==> src/rtl/quadrature_step_generator.sv <==
// Quadrature step generator: turns step commands into a Gray-coded A/B waveform
// matching a mechanical rotary encoder, and tracks a wrapping detent position.
module quadrature_step_generator #(
  parameter int unsigned PHASE_CYCLES = 4,
  parameter int unsigned STEP_W       = 8,
  parameter int unsigned POS_W        = 8
) (
  input  logic              clock,
  input  logic              reset,
  input  logic              cmd_valid,
  output logic              cmd_ready,
  input  logic              cmd_dir,
  input  logic [STEP_W-1:0] cmd_steps,
  input  logic              abort,
  output logic              output_A,
  output logic              output_B,
  output logic              busy,
  output logic              done,
  output logic [POS_W-1:0]  position
);

  localparam int unsigned TMR_W = (PHASE_CYCLES > 1) ? $clog2(PHASE_CYCLES) : 1;
  localparam logic [TMR_W-1:0] TMR_LAST = TMR_W'(PHASE_CYCLES - 1);

  typedef enum logic [2:0] {IDLE, P1, P2, P3, P4} state_t;

  state_t            state;
  logic [TMR_W-1:0]  timer;
  logic [STEP_W-1:0] remaining;
  logic              dir_q;
  logic              abort_pend;
  logic              accept;
  logic              phase_end;

  assign cmd_ready = (state == IDLE) && !reset && !abort;
  assign accept    = cmd_valid && cmd_ready;
  assign phase_end = (timer == TMR_LAST);

  // A/B codes are registered alongside the state so the pins never see a comb path.
  always_ff @(posedge clock) begin
    if (reset) begin
      state      <= IDLE;
      timer      <= '0;
      remaining  <= '0;
      dir_q      <= 1'b0;
      abort_pend <= 1'b0;
      output_A   <= 1'b0;
      output_B   <= 1'b0;
      busy       <= 1'b0;
      done       <= 1'b0;
      position   <= '0;
    end else begin
      done <= 1'b0;
      case (state)
        IDLE: begin
          if (accept) begin
            dir_q     <= cmd_dir;
            remaining <= cmd_steps;
            timer     <= '0;
            if (cmd_steps != '0) begin
              state              <= P1;
              busy               <= 1'b1;
              {output_A, output_B} <= cmd_dir ? 2'b01 : 2'b10;
            end else begin
              done <= 1'b1;
            end
          end
        end
        default: begin
          if (abort) abort_pend <= 1'b1;
          if (!phase_end) begin
            timer <= timer + TMR_W'(1);
          end else begin
            timer <= '0;
            case (state)
              P1: begin
                state                <= P2;
                {output_A, output_B} <= 2'b11;
                position             <= dir_q ? position + POS_W'(1) : position - POS_W'(1);
              end
              P2: begin
                state                <= P3;
                {output_A, output_B} <= dir_q ? 2'b10 : 2'b01;
              end
              P3: begin
                state                <= P4;
                {output_A, output_B} <= 2'b00;
              end
              default: begin
                // End of detent: chain straight into the next step unless told to stop.
                remaining <= remaining - STEP_W'(1);
                if ((remaining > STEP_W'(1)) && !abort_pend && !abort) begin
                  state                <= P1;
                  {output_A, output_B} <= dir_q ? 2'b01 : 2'b10;
                end else begin
                  state      <= IDLE;
                  busy       <= 1'b0;
                  done       <= 1'b1;
                  abort_pend <= 1'b0;
                end
              end
            endcase
          end
        end
      endcase
    end
  end

endmodule

==> config.mk <==
export PLATFORM = sky130hd
export DESIGN_NAME = quadrature_step_generator
export DESIGN_NICKNAME = d
export VERILOG_FILES = /design/src/rtl/quadrature_step_generator.sv
export SDC_FILE = /design/constraint.sdc
export NUM_CORES = 1
export LEC_CHECK = 0
export ABC_AREA = 1
export CELL_PAD_IN_SITES_DETAIL_PLACEMENT = 1
export CELL_PAD_IN_SITES_GLOBAL_PLACEMENT = 2
export CORE_MARGIN = 3
export CORE_UTILIZATION = 25
export DETAILED_ROUTE_END_ITERATION = 16
export GPL_TIMING_DRIVEN = 1
export PLACE_DENSITY = 0.74
export RECOVER_POWER = 100
export SYNTH_ARGS = -nofsm -noshare
export SYNTH_HDL_FRONTEND = slang
export SYNTH_SLANG_ARGS = --single-unit
==> constraint.sdc <==
create_clock -name clock -period 3.55 [get_ports clock]
set_input_delay 1.065 -clock clock [delete_from_list [all_inputs] [get_ports clock]]
set_output_delay 1.065 -clock clock [all_outputs]
set_load 0.03 [all_outputs]
==> impl_metrics.ini <==
[place]
post-place-cells = 389
gp_congestion = 0.7643
dp_hpwl_mm = 3.780
portBuffers = 25
placed_cell_area_um2 = 2112

[floorplanning]
die_h_um = 90.33
io-pin-count = 26
die_w_um = 90.33
die-area_um2 = 8160
core_um2 = 6832
placementRows = 30
start_util = 0.2603

[route]
wl_met3_um = 139
drt-met1-wl_mm = 2.540
routed_wl_mm = 4.857
top_layer_used = met4
vias = 1726
drtIter0Drc = 66
drc_errors = 0
ant_nets = 0
first_pass_iters = 4
met2_length_mm = 2.145
viasPerCell = 4.392
wl_per_cell_um = 12.36

[final_layout]
syn_to_final_growth_pct = 20.34
fillerInstances = 894
num_antenna_cells = 0
fin_util = 0.3132
regArea_um2 = 540.5
drive_above_1_share = 0.07071
stdcell_count = 393
final_area_um2 = 2140
nNetsFinal = 321
multi_input_area_um2 = 1047

[critical_path]
path_class = primary input to output port
cpMaxStageDelayCell = clkdlybuf4s50_1
cp-endpoint = cmd_ready
crit_buf_inv = 3
cpPeakStageDelay_ns = 0.49
path_common_cell = nor2_1
path_cells = clkdlybuf4s50_1 > nor2_1 > inv_1 > nor2_1 > clkbuf_2
crit_arrival_ns = 2.22
worst-path-max-fanout = 3
crit_start = reset
cp-start-kind = primary input
rr_startpoint = state[2]
r2r_cells = 8
ff2ff_setup_slack_ns = 1.33
r2r-end = remaining[7]
end_kind = output port
cp.depth = 5
crit_required_ns = 2.48
crit_family = buffers and inverters

[power]
power_density_nw_per_um2 = 833.7
p_leak_nw = 1.010
vdd_drop_max_mv = 0.2361

[timing]
min_period_over_period = 0.9264
max_slew_margin = 0.5007
finalSetupViolations = 0
whs_ns = 0.4551
final-hold-violation-count = 0
period_needed_ns = 3.289
setup_tns_ns = 0
tightest_slew_ns = 0.7411
finClkSkew_ns = 0.002770
rsz0062_at_grt = no
fmax_mhz = 304.1
slew_violations = 0

[synth]
ys_seq_area_frac = 0.3040
yosysMostFrequentCell = nand2_1
synth_area_um2 = 1778
ys_top_cells_by_area = dfxtp_1 (30%), nand2_1 (15%), nor2_1 (8.0%), inv_1 (6.5%), ha_1 (6.3%)
syn_inst = 272
synth_top_cell_area_share = 0.3040
synth_nets = 295
synthFlopType = dfxtp_1
synth_cell_types = 32
synth-seq-cells = 27
yosysWarnings = 0
synth_common_cells = nand2_1 (69), nor2_1 (38), inv_1 (31), dfxtp_1 (27), a21oi_1 (22)
synth_async_sr_flop_share = 0
synth_top_cell_by_area = dfxtp_1
synth-edff-count = 0
avgSynthCellArea_um2 = 6.537

[cts]
postCtsResizedCells = 0
cts_sinks = 27
hold_buffers = 0
cts_setup_buffers = 0
clockRootBuffer = clkbuf_8
cts_made_buffers = 3
clockBufferDepth = 2
clkTransAtPathRegs_ns = 0.10
tritoncts = built
htree_num_levels = 1
clock_latency_ns = 0.28

[global_route]
grt_pass1_wl_mm = 8.604
grt-ovfl-total = 0
antenna_found_initial = 0
grtUsageTotal = 0.1267
grt_pass1_vias = 1798
grt_max_degree = 17

[worst_hold_path]
hold_path_class = register to register

[job]
drv_cap = 0

[status]
outcome = completed
-- cell families after synthesis --
logic type | Yosys count | share of synthesized area
AND/OR/NAND/NOR | 141 | 0.3498
buffers and inverters | 41 | 0.1006
flip-flops | 27 | 0.3040
adder cells (fa/ha/maj) | 10 | 0.07460
AO/OA/AOI/OAI | 49 | 0.1513
XOR/XNOR | 4 | 0.01971
-- per-stage QoR --
stage / total power [mW] / worst slack, ns
2_1_floorplan: 1.390 / 0.7383
3_3_place_gp: 1.638 / 0.3223
3_5_place_dp: 1.650 / 0.2841
4_1_cts: 1.847 / 0.2843
5_1_grt: 2.003 / 0.1349
6_report: 1.784 / 0.2612
-- routing by layer --
metal  up-vias  GRT usage
met5         -          0
met4         0    0.02679
met3         2    0.02083
met2        22     0.2060
met1       785     0.1764
li1        917          -
-- sequential cells by signal, indices dropped and copies added, names as in the netlist, 2 cells and up --
register   cells
remaining      8
state          3
position       8
timer          2
-- worst reg2reg max path, cell delays in order, from the launching register on --
cell        delay (ns)
dfxtp_1           0.40
inv_2             0.12
nand2_2           0.08
nor2_4            0.30
o21ai_0           0.38
nand2_4           0.22
clkinvlp_2        0.30
o21ai_0           0.26
a21oi_1           0.06
-- power breakdown --
group / switching [mW] / total, mW / leakage, nW / internal, mW
Sequential: 0.0754 / 0.477 / 0.221 / 0.401
Combinational: 0.754 / 1.12 / 0.764 / 0.365
Clock: 0.109 / 0.187 / 0.0255 / 0.0789
-- cells in the final DEF (no fill, tap or decap), types with 3 or more instances in the layout --
cell type / Yosys / final
nand4_1: 3 / 3
ha_1: 9 / 9
o21ai_0: 16 / 19
inv_2: 4 / 3
dfxtp_1: 27 / 27
nor2_1: 38 / 38
clkdlybuf4s50_1: 0 / 12
clkbuf_8: 0 / 3
nand2_1: 69 / 69
nand3_1: 14 / 14
dlygate4sd3_1: 0 / 12
o21ai_1: 5 / 3
inv_1: 31 / 32
nand2_2: 3 / 3
a21oi_1: 22 / 22
-- final cells by class --
| type | count | area share |
|---|---|---|
| repair buffers | 26 | 0.1164 |
| multi-input cells | 204 | 0.4895 |
| flip-flops and latches | 27 | 0.2526 |
| clock buffers | 3 | 0.01930 |
| inverters | 36 | 0.06374 |
| well taps | 96 | 0.05614 |
| clock inverters | 1 | 0.002339 |
-- how the worst min path moves through the flow --
stage / from / endpoint / slack [ns] / depth (start not counted)
3_5_place_dp: busy / busy / 0.45 / 2
3_3_place_gp: busy / busy / 0.44 / 2
6_report: busy / busy / 0.46 / 2
5_1_grt: busy / busy / 0.49 / 2
4_1_cts: busy / busy / 0.47 / 2
2_1_floorplan: timer[0] / timer[0] / 0.43 / 1
Power figures use the tool's default switching activity.
